$ cat src/rtl/multicycle_control_if.sv
// Unified memory port between the multi-cycle controller and memory:
// request qualifiers out, completion (ack) back.
interface multicycle_control_if;
    logic       mem_req;
    logic       mem_we;
    logic       adr_src;
    logic [1:0] mem_size;
    logic       mem_unsigned;
    logic       mem_ack;

    modport master (
        output mem_req,
        output mem_we,
        output adr_src,
        output mem_size,
        output mem_unsigned,
        input  mem_ack
    );

    modport slave (
        input  mem_req,
        input  mem_we,
        input  adr_src,
        input  mem_size,
        input  mem_unsigned,
        output mem_ack
    );
endinterface

$ cat src/rtl/multicycle_control.sv
// Multi-cycle RV32I controller: FETCH/DECODE/EXEC/MEM/WB sequencing over a shared
// ALU and one memory port, with illegal-opcode and memory-timeout traps.
module multicycle_control #(
    parameter int unsigned TIMEOUT = 16,
    parameter int unsigned CNT_W   = 32
) (
    input  logic             clk,
    input  logic             rst_n,
    multicycle_control_if.master mem,
    input  logic [6:0]       opcode,
    input  logic [2:0]       funct3,
    input  logic             funct7b5,
    input  logic             zero,
    input  logic             lt,
    input  logic             ltu,
    output logic             ir_write,
    output logic             pc_write,
    output logic             pc_src,
    output logic             reg_write,
    output logic [1:0]       alu_src_a,
    output logic [1:0]       alu_src_b,
    output logic [3:0]       alu_ctrl,
    output logic [2:0]       imm_src,
    output logic [1:0]       result_src,
    output logic             retire,
    output logic [CNT_W-1:0] retired_cnt,
    output logic             trap,
    output logic [1:0]       trap_cause,
    output logic [3:0]       state
);

    typedef enum logic [3:0] {
        S_FETCH  = 4'd0,
        S_DECODE = 4'd1,
        S_MEMADR = 4'd2,
        S_MEMRD  = 4'd3,
        S_MEMWR  = 4'd4,
        S_WB_MEM = 4'd5,
        S_EXEC_R = 4'd6,
        S_EXEC_I = 4'd7,
        S_EXEC_U = 4'd8,
        S_WB_ALU = 4'd9,
        S_BRANCH = 4'd10,
        S_JAL    = 4'd11,
        S_JALR   = 4'd12,
        S_TRAP   = 4'd13
    } state_t;

    localparam logic [6:0] OP_LOAD   = 7'b0000011;
    localparam logic [6:0] OP_STORE  = 7'b0100011;
    localparam logic [6:0] OP_R      = 7'b0110011;
    localparam logic [6:0] OP_I      = 7'b0010011;
    localparam logic [6:0] OP_BRANCH = 7'b1100011;
    localparam logic [6:0] OP_JAL    = 7'b1101111;
    localparam logic [6:0] OP_JALR   = 7'b1100111;
    localparam logic [6:0] OP_LUI    = 7'b0110111;
    localparam logic [6:0] OP_AUIPC  = 7'b0010111;

    localparam logic [3:0] ALU_ADD   = 4'b0000;
    localparam logic [3:0] ALU_SUB   = 4'b1000;
    localparam logic [3:0] ALU_PASSB = 4'b1001;

    localparam logic [2:0] IMM_I = 3'b000;
    localparam logic [2:0] IMM_U = 3'b001;
    localparam logic [2:0] IMM_S = 3'b010;
    localparam logic [2:0] IMM_B = 3'b011;
    localparam logic [2:0] IMM_J = 3'b100;

    localparam logic [1:0] CAUSE_ILL = 2'b01;
    localparam logic [1:0] CAUSE_MEM = 2'b10;

    state_t           st, st_nxt;
    logic             armed;
    logic [7:0]       wait_cnt, wait_nxt;
    logic             timed_out;
    logic             trap_q;
    logic [1:0]       cause_q, cause_nxt;
    logic [CNT_W-1:0] cnt_q;
    logic             taken;

    assign timed_out   = (wait_cnt == 8'(TIMEOUT));
    assign state       = st;
    assign trap        = trap_q;
    assign trap_cause  = cause_q;
    assign retired_cnt = cnt_q;

    always_comb begin
        case (funct3)
            3'b000:  taken = zero;
            3'b001:  taken = ~zero;
            3'b100:  taken = lt;
            3'b101:  taken = ~lt;
            3'b110:  taken = ltu;
            3'b111:  taken = ~ltu;
            default: taken = 1'b0;
        endcase
    end

    // armed is low for exactly one cycle after reset so a handshake that reset
    // cut short is never re-requested in that same cycle
    always_ff @(posedge clk) begin
        if (!rst_n) begin
            st       <= S_FETCH;
            armed    <= 1'b0;
            wait_cnt <= '0;
            trap_q   <= 1'b0;
            cause_q  <= '0;
            cnt_q    <= '0;
        end else begin
            st       <= st_nxt;
            armed    <= 1'b1;
            wait_cnt <= wait_nxt;
            if (st_nxt == S_TRAP && st != S_TRAP) begin
                trap_q  <= 1'b1;
                cause_q <= cause_nxt;
            end
            if (retire) cnt_q <= cnt_q + CNT_W'(1);
        end
    end

    always_comb begin
        st_nxt           = st;
        wait_nxt         = '0;
        cause_nxt        = 2'b00;
        mem.mem_req      = 1'b0;
        mem.mem_we       = 1'b0;
        mem.adr_src      = 1'b0;
        mem.mem_size     = 2'b10;
        mem.mem_unsigned = 1'b0;
        ir_write         = 1'b0;
        pc_write         = 1'b0;
        pc_src           = 1'b0;
        reg_write        = 1'b0;
        alu_src_a        = 2'b00;
        alu_src_b        = 2'b00;
        alu_ctrl         = ALU_ADD;
        imm_src          = IMM_I;
        result_src       = 2'b00;
        retire           = 1'b0;

        case (st)
            S_FETCH: begin
                if (armed) begin
                    mem.mem_req = 1'b1;
                    alu_src_b   = 2'b10;
                    if (mem.mem_ack) begin
                        ir_write = 1'b1;
                        pc_write = 1'b1;
                        st_nxt   = S_DECODE;
                    end else if (timed_out) begin
                        st_nxt    = S_TRAP;
                        cause_nxt = CAUSE_MEM;
                    end else begin
                        wait_nxt = wait_cnt + 8'd1;
                    end
                end
            end

            S_DECODE: begin
                alu_src_a = 2'b01;
                alu_src_b = 2'b01;
                imm_src   = IMM_B;
                case (opcode)
                    OP_LOAD, OP_STORE: st_nxt = S_MEMADR;
                    OP_R:              st_nxt = S_EXEC_R;
                    OP_I:              st_nxt = S_EXEC_I;
                    OP_JAL:            st_nxt = S_JAL;
                    OP_JALR:           st_nxt = S_JALR;
                    OP_LUI, OP_AUIPC:  st_nxt = S_EXEC_U;
                    OP_BRANCH: begin
                        if (funct3[2:1] == 2'b01) begin
                            st_nxt    = S_TRAP;
                            cause_nxt = CAUSE_ILL;
                        end else begin
                            st_nxt = S_BRANCH;
                        end
                    end
                    default: begin
                        st_nxt    = S_TRAP;
                        cause_nxt = CAUSE_ILL;
                    end
                endcase
            end

            S_MEMADR: begin
                alu_src_a = 2'b10;
                alu_src_b = 2'b01;
                imm_src   = opcode[5] ? IMM_S : IMM_I;
                st_nxt    = opcode[5] ? S_MEMWR : S_MEMRD;
            end

            S_MEMRD: begin
                mem.mem_req      = 1'b1;
                mem.adr_src      = 1'b1;
                mem.mem_size     = funct3[1:0];
                mem.mem_unsigned = funct3[2];
                if (mem.mem_ack) begin
                    st_nxt = S_WB_MEM;
                end else if (timed_out) begin
                    st_nxt    = S_TRAP;
                    cause_nxt = CAUSE_MEM;
                end else begin
                    wait_nxt = wait_cnt + 8'd1;
                end
            end

            S_MEMWR: begin
                mem.mem_req  = 1'b1;
                mem.mem_we   = 1'b1;
                mem.adr_src  = 1'b1;
                mem.mem_size = funct3[1:0];
                if (mem.mem_ack) begin
                    retire = 1'b1;
                    st_nxt = S_FETCH;
                end else if (timed_out) begin
                    st_nxt    = S_TRAP;
                    cause_nxt = CAUSE_MEM;
                end else begin
                    wait_nxt = wait_cnt + 8'd1;
                end
            end

            S_EXEC_R: begin
                alu_src_a = 2'b10;
                alu_src_b = 2'b00;
                alu_ctrl  = {funct7b5, funct3};
                st_nxt    = S_WB_ALU;
            end

            S_EXEC_I: begin
                alu_src_a = 2'b10;
                alu_src_b = 2'b01;
                imm_src   = IMM_I;
                // only the shift-right pair is distinguished by funct7b5 here
                alu_ctrl  = (funct3 == 3'b101) ? {funct7b5, funct3} : {1'b0, funct3};
                st_nxt    = S_WB_ALU;
            end

            S_EXEC_U: begin
                alu_src_b = 2'b01;
                imm_src   = IMM_U;
                if (opcode[5]) begin
                    alu_src_a = 2'b11;
                    alu_ctrl  = ALU_PASSB;
                end else begin
                    alu_src_a = 2'b01;
                    alu_ctrl  = ALU_ADD;
                end
                st_nxt = S_WB_ALU;
            end

            S_JAL: begin
                alu_src_a = 2'b01;
                alu_src_b = 2'b01;
                imm_src   = IMM_J;
                pc_write  = 1'b1;
                pc_src    = 1'b0;
                st_nxt    = S_WB_ALU;
            end

            S_JALR: begin
                alu_src_a = 2'b10;
                alu_src_b = 2'b01;
                imm_src   = IMM_I;
                pc_write  = 1'b1;
                pc_src    = 1'b0;
                st_nxt    = S_WB_ALU;
            end

            S_BRANCH: begin
                alu_src_a = 2'b10;
                alu_src_b = 2'b00;
                alu_ctrl  = ALU_SUB;
                pc_src    = 1'b1;
                pc_write  = taken;
                retire    = 1'b1;
                st_nxt    = S_FETCH;
            end

            S_WB_ALU: begin
                reg_write  = 1'b1;
                result_src = 2'b00;
                retire     = 1'b1;
                st_nxt     = S_FETCH;
            end

            S_WB_MEM: begin
                reg_write  = 1'b1;
                result_src = 2'b01;
                retire     = 1'b1;
                st_nxt     = S_FETCH;
            end

            S_TRAP: st_nxt = S_TRAP;

            default: st_nxt = S_FETCH;
        endcase
    end

endmodule

$ cat src/flat_wrapper.sv
// flat-port wrapper written by rule: the top's interface ports become plain ports
module multicycle_control_flat 
#(
    parameter int unsigned TIMEOUT = 16,
    parameter int unsigned CNT_W   = 32
)
  (clk, rst_n, opcode, funct3, funct7b5, zero, lt, ltu, ir_write, pc_write, pc_src, reg_write, alu_src_a, alu_src_b, alu_ctrl, imm_src, result_src, retire, retired_cnt, trap, trap_cause, state, mem_mem_req, mem_mem_we, mem_adr_src, mem_mem_size, mem_mem_unsigned, mem_mem_ack);
  multicycle_control_if mem_i ();
  input  logic clk;
  input  logic rst_n;
  input  logic [6:0] opcode;
  input  logic [2:0] funct3;
  input  logic funct7b5;
  input  logic zero;
  input  logic lt;
  input  logic ltu;
  output logic ir_write;
  output logic pc_write;
  output logic pc_src;
  output logic reg_write;
  output logic [1:0] alu_src_a;
  output logic [1:0] alu_src_b;
  output logic [3:0] alu_ctrl;
  output logic [2:0] imm_src;
  output logic [1:0] result_src;
  output logic retire;
  output logic [CNT_W-1:0] retired_cnt;
  output logic trap;
  output logic [1:0] trap_cause;
  output logic [3:0] state;
  output wire logic [$bits(mem_i.mem_req)-1:0] mem_mem_req;
  output wire logic [$bits(mem_i.mem_we)-1:0] mem_mem_we;
  output wire logic [$bits(mem_i.adr_src)-1:0] mem_adr_src;
  output wire logic [$bits(mem_i.mem_size)-1:0] mem_mem_size;
  output wire logic [$bits(mem_i.mem_unsigned)-1:0] mem_mem_unsigned;
  input wire logic [$bits(mem_i.mem_ack)-1:0] mem_mem_ack;
  assign mem_mem_req = mem_i.mem_req;
  assign mem_mem_we = mem_i.mem_we;
  assign mem_adr_src = mem_i.adr_src;
  assign mem_mem_size = mem_i.mem_size;
  assign mem_mem_unsigned = mem_i.mem_unsigned;
  assign mem_i.mem_ack = mem_mem_ack;
  multicycle_control #(.TIMEOUT(TIMEOUT), .CNT_W(CNT_W)) u_core (.clk(clk), .rst_n(rst_n), .mem(mem_i), .opcode(opcode), .funct3(funct3), .funct7b5(funct7b5), .zero(zero), .lt(lt), .ltu(ltu), .ir_write(ir_write), .pc_write(pc_write), .pc_src(pc_src), .reg_write(reg_write), .alu_src_a(alu_src_a), .alu_src_b(alu_src_b), .alu_ctrl(alu_ctrl), .imm_src(imm_src), .result_src(result_src), .retire(retire), .retired_cnt(retired_cnt), .trap(trap), .trap_cause(trap_cause), .state(state));
endmodule
$ cat config.mk
export PLATFORM = sky130hd
export DESIGN_NAME = multicycle_control_flat
export DESIGN_NICKNAME = d
export VERILOG_FILES = /design/src/rtl/multicycle_control_if.sv /design/src/rtl/multicycle_control.sv /design/src/flat_wrapper.sv
export SDC_FILE = /design/constraint.sdc
export NUM_CORES = 1
export LEC_CHECK = 0
export ABC_AREA = 1
export BUFFER_PORTS_ARGS = -buffer_cell sky130_fd_sc_hd__buf_2
export CORE_ASPECT_RATIO = 0.7
export CORE_MARGIN = 2
export CORE_UTILIZATION = 45
export CTS_BUF_LIST = sky130_fd_sc_hd__clkbuf_4 sky130_fd_sc_hd__clkbuf_8 sky130_fd_sc_hd__clkbuf_16
export DETAILED_ROUTE_END_ITERATION = 8
export PLACE_DENSITY = 0.7
export SLEW_MARGIN = 20
export SYNTH_ARGS = -nofsm -noshare
export SYNTH_HDL_FRONTEND = slang
export SYNTH_SLANG_ARGS = --single-unit
$ cat constraint.sdc
create_clock -name clk -period 3.35 [get_ports clk]
set_input_delay 0.67 -clock clk [delete_from_list [all_inputs] [get_ports clk]]
set_output_delay 0.67 -clock clk [all_outputs]
set_load 0.1 [all_outputs]
[After elaboration in Yosys (flattened, before gate mapping)]
Cells that the tools add are included.
Cells by class
  reduce and logical (&&, ||, !) cells: 14
  add/subtract/negate cells: 2
  shift-type cells: 0
  div/mod/pow operators: 0
  eq/ne operators: 31
  bitwise gates (word level): 3
  mux-type cells: 44
  multiply operators: 0
  order comparisons: 0
Operators with widths (number)
  $pmux 4 s7: 2
  $add 32x1->32 const B: 1
  $eq 4x4->1 const B: 7
  $mux 4: 7
  $mux 8: 3
  $eq 7x6->1 const B: 3
  $eq 7x7->1 const B: 3
  $eq 4x3->1 const B: 4
  $pmux 4 s4: 1
  $pmux 8 s2: 1
  $eq 7x5->1 const B: 2
  $mux 2: 7
  $eq 3x3->1 const B: 4
  $mux 1: 12
  $pmux 2 s3: 2
  $pmux 3 s4: 1
  $reduce_or 2->1: 6
  $reduce_or 5->1: 2
  $add 8x1->8 const B: 1
  $eq 4x2->1 const B: 2
  $eq 8x5->1 const B: 1
  $pmux 2 s2: 2
  $reduce_or 8->1: 1
  $eq 7x2->1 const B: 1
  14 further kinds: 18
Storage, ports and cells
  bits in writable memories: 0
  memories kept: 0
  input bits: 17
  latch bits: 0
  register bits: 48
  ROM bits: 0

[Logic depth before layout (Yosys ltp)]
  depth in word-level cells: 7
  depth in mapped cells: 14

[Least setup slack after synthesis]
OpenSTA, ideal clock, no wires.
  kind: register -> output
  start point: register u_core.st[2] (netlist: u_core.state[2])
  end point: output alu_ctrl[0]
  data required time: 2.680 ns
  data arrival time: 3.692 ns
  path buffers: 0
  cell stages (with the launch flop): 5
  slack: -1.012 ns
  cells stage by stage: dfxtp_1 -> inv_1 -> nor2_1 -> nand2_1 -> o21ai_0
On the way
  longest elaborated chain between the ends: 2
  elaborated cells between the ends (all ways): 5
  those cells by class: eq/ne (4); mux (1)
Ends and longest elaborated chain
  start: declaration: RTL line multicycle_control.sv:72  | state_t st, st_nxt;
  start signal: assignment: RTL line multicycle_control.sv:110  | st <= st_nxt;
  $eq 4x4->1 / $eq 4x3->1 (equally long branches): RTL line multicycle_control.sv:141  | case (st)
  $pmux 4 s4 *: RTL line multicycle_control.sv:141
  end: declaration: RTL line flat_wrapper.sv:23  | output logic [3:0] alu_ctrl;
Every way passes the cells marked *; elsewhere a longest branch is shown, timed or not.

[Worst setup path in the final report]
  start point: input funct3[0]
  end point: output pc_write
On the way
  longest elaborated chain between the ends: 3
  elaborated cells between the ends (all ways): 8
  those cells by class: eq/ne (5); mux (2); reduce/logical (1)
Ends and longest elaborated chain
  start: declaration: RTL line flat_wrapper.sv:12  | input logic [2:0] funct3;
  $eq 3x3->1, or another cell as far along: RTL line multicycle_control.sv:88  | case (funct3)
  $pmux 1 s6 *: RTL line multicycle_control.sv:88
  $pmux 1 s3 *: RTL line multicycle_control.sv:141
  end: declaration: RTL line flat_wrapper.sv:18  | output logic pc_write;
Marks and branches as above.

==> metrics.txt <==
reg2reg setup slack 1300 ps; via count 3403; CP max-delay cell buf_2; crit-path max cell delay 440 ps; Synth cell types 28; final layout net count 609; power share of the sequential group 29.0%; cts bufs inserted 5; Avg WL per Cell 12.23 um; Crit Path Max Fanout 5; CTS root buf clkbuf_8; Slew @ Worst Pin 766.4 ps; CORE AREA 6694 sq um; DRC 0; fin crit period 2610 ps; HPWL Detailed 6559 um; setup bufs post-CTS 0; Via density 4.982; Post-CTS Hold Buffers 0; Worst Hold Class register to register; synthesized area per cell 6.036 sq um; Area growth syn-to-layout 18.58%; RSZ-0062 raised after global routing false; critical path arrival 1940 ps; Post-DRT Antenna Nets 0; # fillers 711; placed instance area 3583 sq um; Cell Chain, Critical Path buf_2 -> inv_1 -> a21oi_1 -> o21ai_0 -> nand2_1 -> o21ai_0 -> o21ai_0 -> a21oi_1 -> o21ai_2 -> buf_2; number of H-tree levels 2; DRT iter0 DRCs 249; most frequent cells in the layout 160 x nand2_1, 78 x buf_2, 77 x nor2_1, 59 x inv_1, 44 x dfxtp_1; setup TNS 0 ps; Post-Syn Nets 532; CTS tree done; Placer Congestion 0.9729; post-synthesis sequential area ratio 31.09%; gr usage total 23.01%; Final Util 54.75%; Logic pwr share 55.7%; Hold WS 457.2 ps; initial antenna violation count 0; Post-Layout Cell Count 683; synth warn 0; largest net degree at the start of global routing 28; io pins 80; CP Class input pin to output pin; CP delay by family, top buffers and inverters; WP data required 2680 ps; DIE HEIGHT 73.34 um; clk_skew 3.348 ps; Diodes inserted 0; Max Slew Vio Count 0; clk_lat worst skew 300 ps; dpl cells 676; Clk pin slew, worst setup/hold paths 90 ps; # Max-Cap Violations 0; PostCTS Resize Cnt 0; met1 usage 36.56%; CTS Sinks 48; Synth Instances 512; Post-Synthesis Cell Area 3090 sq um; GRT overflow 0; CP Buf/Inv Count 3; Startpoint Class input pin; largest cells by area after synthesis dfxtp_1 31%, nand2_1 20%, nor2_1 9.5%; GRT Max-Usage Layer met1; status completed; drt pass-1 iters 4; die area 7557 sq um; met2 Use GR 30.88%; Pleak 1.740 nW; Tcrit/Tclk final 77.92%; PD cells 601.3 nW/um^2; ratio of cells with drive above 1 in the final layout 19.19%; post-synth top area share 31.09%; net switching power figure 1.289 mW; clk buf depth 2; Cell Rows 25; PortBufs 78; grt met3 use 5.328%; Setup crit end kind output pin; final wirelength 8355 um; first-pass GRT wire length 13710 um; Yosys reg bits 48; commonest non-fill, non-tap cell in the layout nand2_1; sw frac 58.47%; Setup-failing EPs final 0; CP most frequent cell o21ai_0; vias in the first global route 2913; maximum vdd drop 0.5801 mV; DIE WIDTH 103.1 um; Final Hold Violating Endpoints 0; Synth area leader dfxtp_1; Slew HR 48.85%; clock share of power 15.2%; f_max 383.1 MHz; Design Area, Final 3665 sq um; initial core utilization 46.17%; internal power 0.9152 mW
[state kept, by name, indices dropped and copies added, names as in the netlist]
name                flops
u_core.wait_cnt         8
u_core.trap             1
u_core.retired_cnt     32
u_core.trap_cause       2
u_core.armed            1
u_core.state            4
[area by class of cell]
type | instances | area (sq um) | share of cell area, %
multi-input combinational | 395 | 1881 | 51.31
sequential | 48 | 965.9 | 26.36
timing repair buffer | 78 | 390.4 | 10.65
inverter | 61 | 229.0 | 6.248
tap | 94 | 117.6 | 3.209
clock buffer | 5 | 68.82 | 1.878
clock inverter | 2 | 12.51 | 0.3414
[power groups by stage]
stage,sequential [mW],combinational [mW],clock (mW)
final,0.640,1.23,0.336
after global routing,0.644,1.29,0.363
after CTS,0.638,1.23,0.343
after detailed placement,0.651,1.23,0
after global placement,0.651,1.22,0
after floorplan,0.810,0.889,0
[cell usage after synthesis (all sizes together)]
cell type and number:
nand2 164, nor2 84, inv 60, dfxtp 48, a21oi 37, nand3 28, nor3 22, o21ai 17
nand4 15, xor2 11, xnor2 8, buf 5, clkbuf 3, ha 3, nand3b 2, a31oi 1
clkinv 1, conb 1, nor3b 1, or2 1
[worst paths after layout]
| check | start | to | depth (start not counted) |
|---|---|---|---|
| max | funct3[0] | pc_write | 10 |
| min | u_core.wait_cnt[0]$_SDFF_PN0_ | u_core.wait_cnt[0]$_SDFF_PN0_ | 1 |
| max reg2reg | u_core.state[3]$_SDFF_PN0_ | u_core.retired_cnt[1]$_SDFFE_PN0P_ | 7 |
| min reg2reg | u_core.wait_cnt[0]$_SDFF_PN0_ | u_core.wait_cnt[0]$_SDFF_PN0_ | 1 |
[through the flow]
step	setup WS (ps)	total power, mW
after CTS	772.3	2.209
final	739.7	2.204
after global placement	837.5	1.873
after global routing	609.2	2.298
after detailed placement	777.9	1.877
after floorplan	146.7	1.699
[cell families (layout without fill, tap and decap cells)]
| group | Yosys count | after routing | synth area share, % |
|---|---|---|---|
| and+or+nand+nor | 317 | 317 | 44.49 |
| buffers and inverters | 69 | 146 | 8.744 |
| AOI/OAI and AO/OA | 55 | 55 | 8.948 |
| DFF | 48 | 48 | 31.09 |
| xor gates and xnor gates | 19 | 19 | 5.385 |
| adders and majority gates | 3 | 3 | 1.215 |
| other | 1 | 1 | 0.1213 |
[layer usage]
layer	up-vias	wire [um]	share of wire (%)
li1	1779	-	-
met1	1529	4438	53
met2	84	3262	39
met3	11	559	6.7
met4	0	95	1.1
met5	-	0	0
[worst register-to-register path: cells and delay by family (launching register included)]
family,cells,cell delay [ps]
flip-flops,1,390
AND/OR/NAND/NOR,4,810
buffers and inverters,2,630
AO/OA/AOI/OAI,1,80
Power figures use the tool's default switching activity.
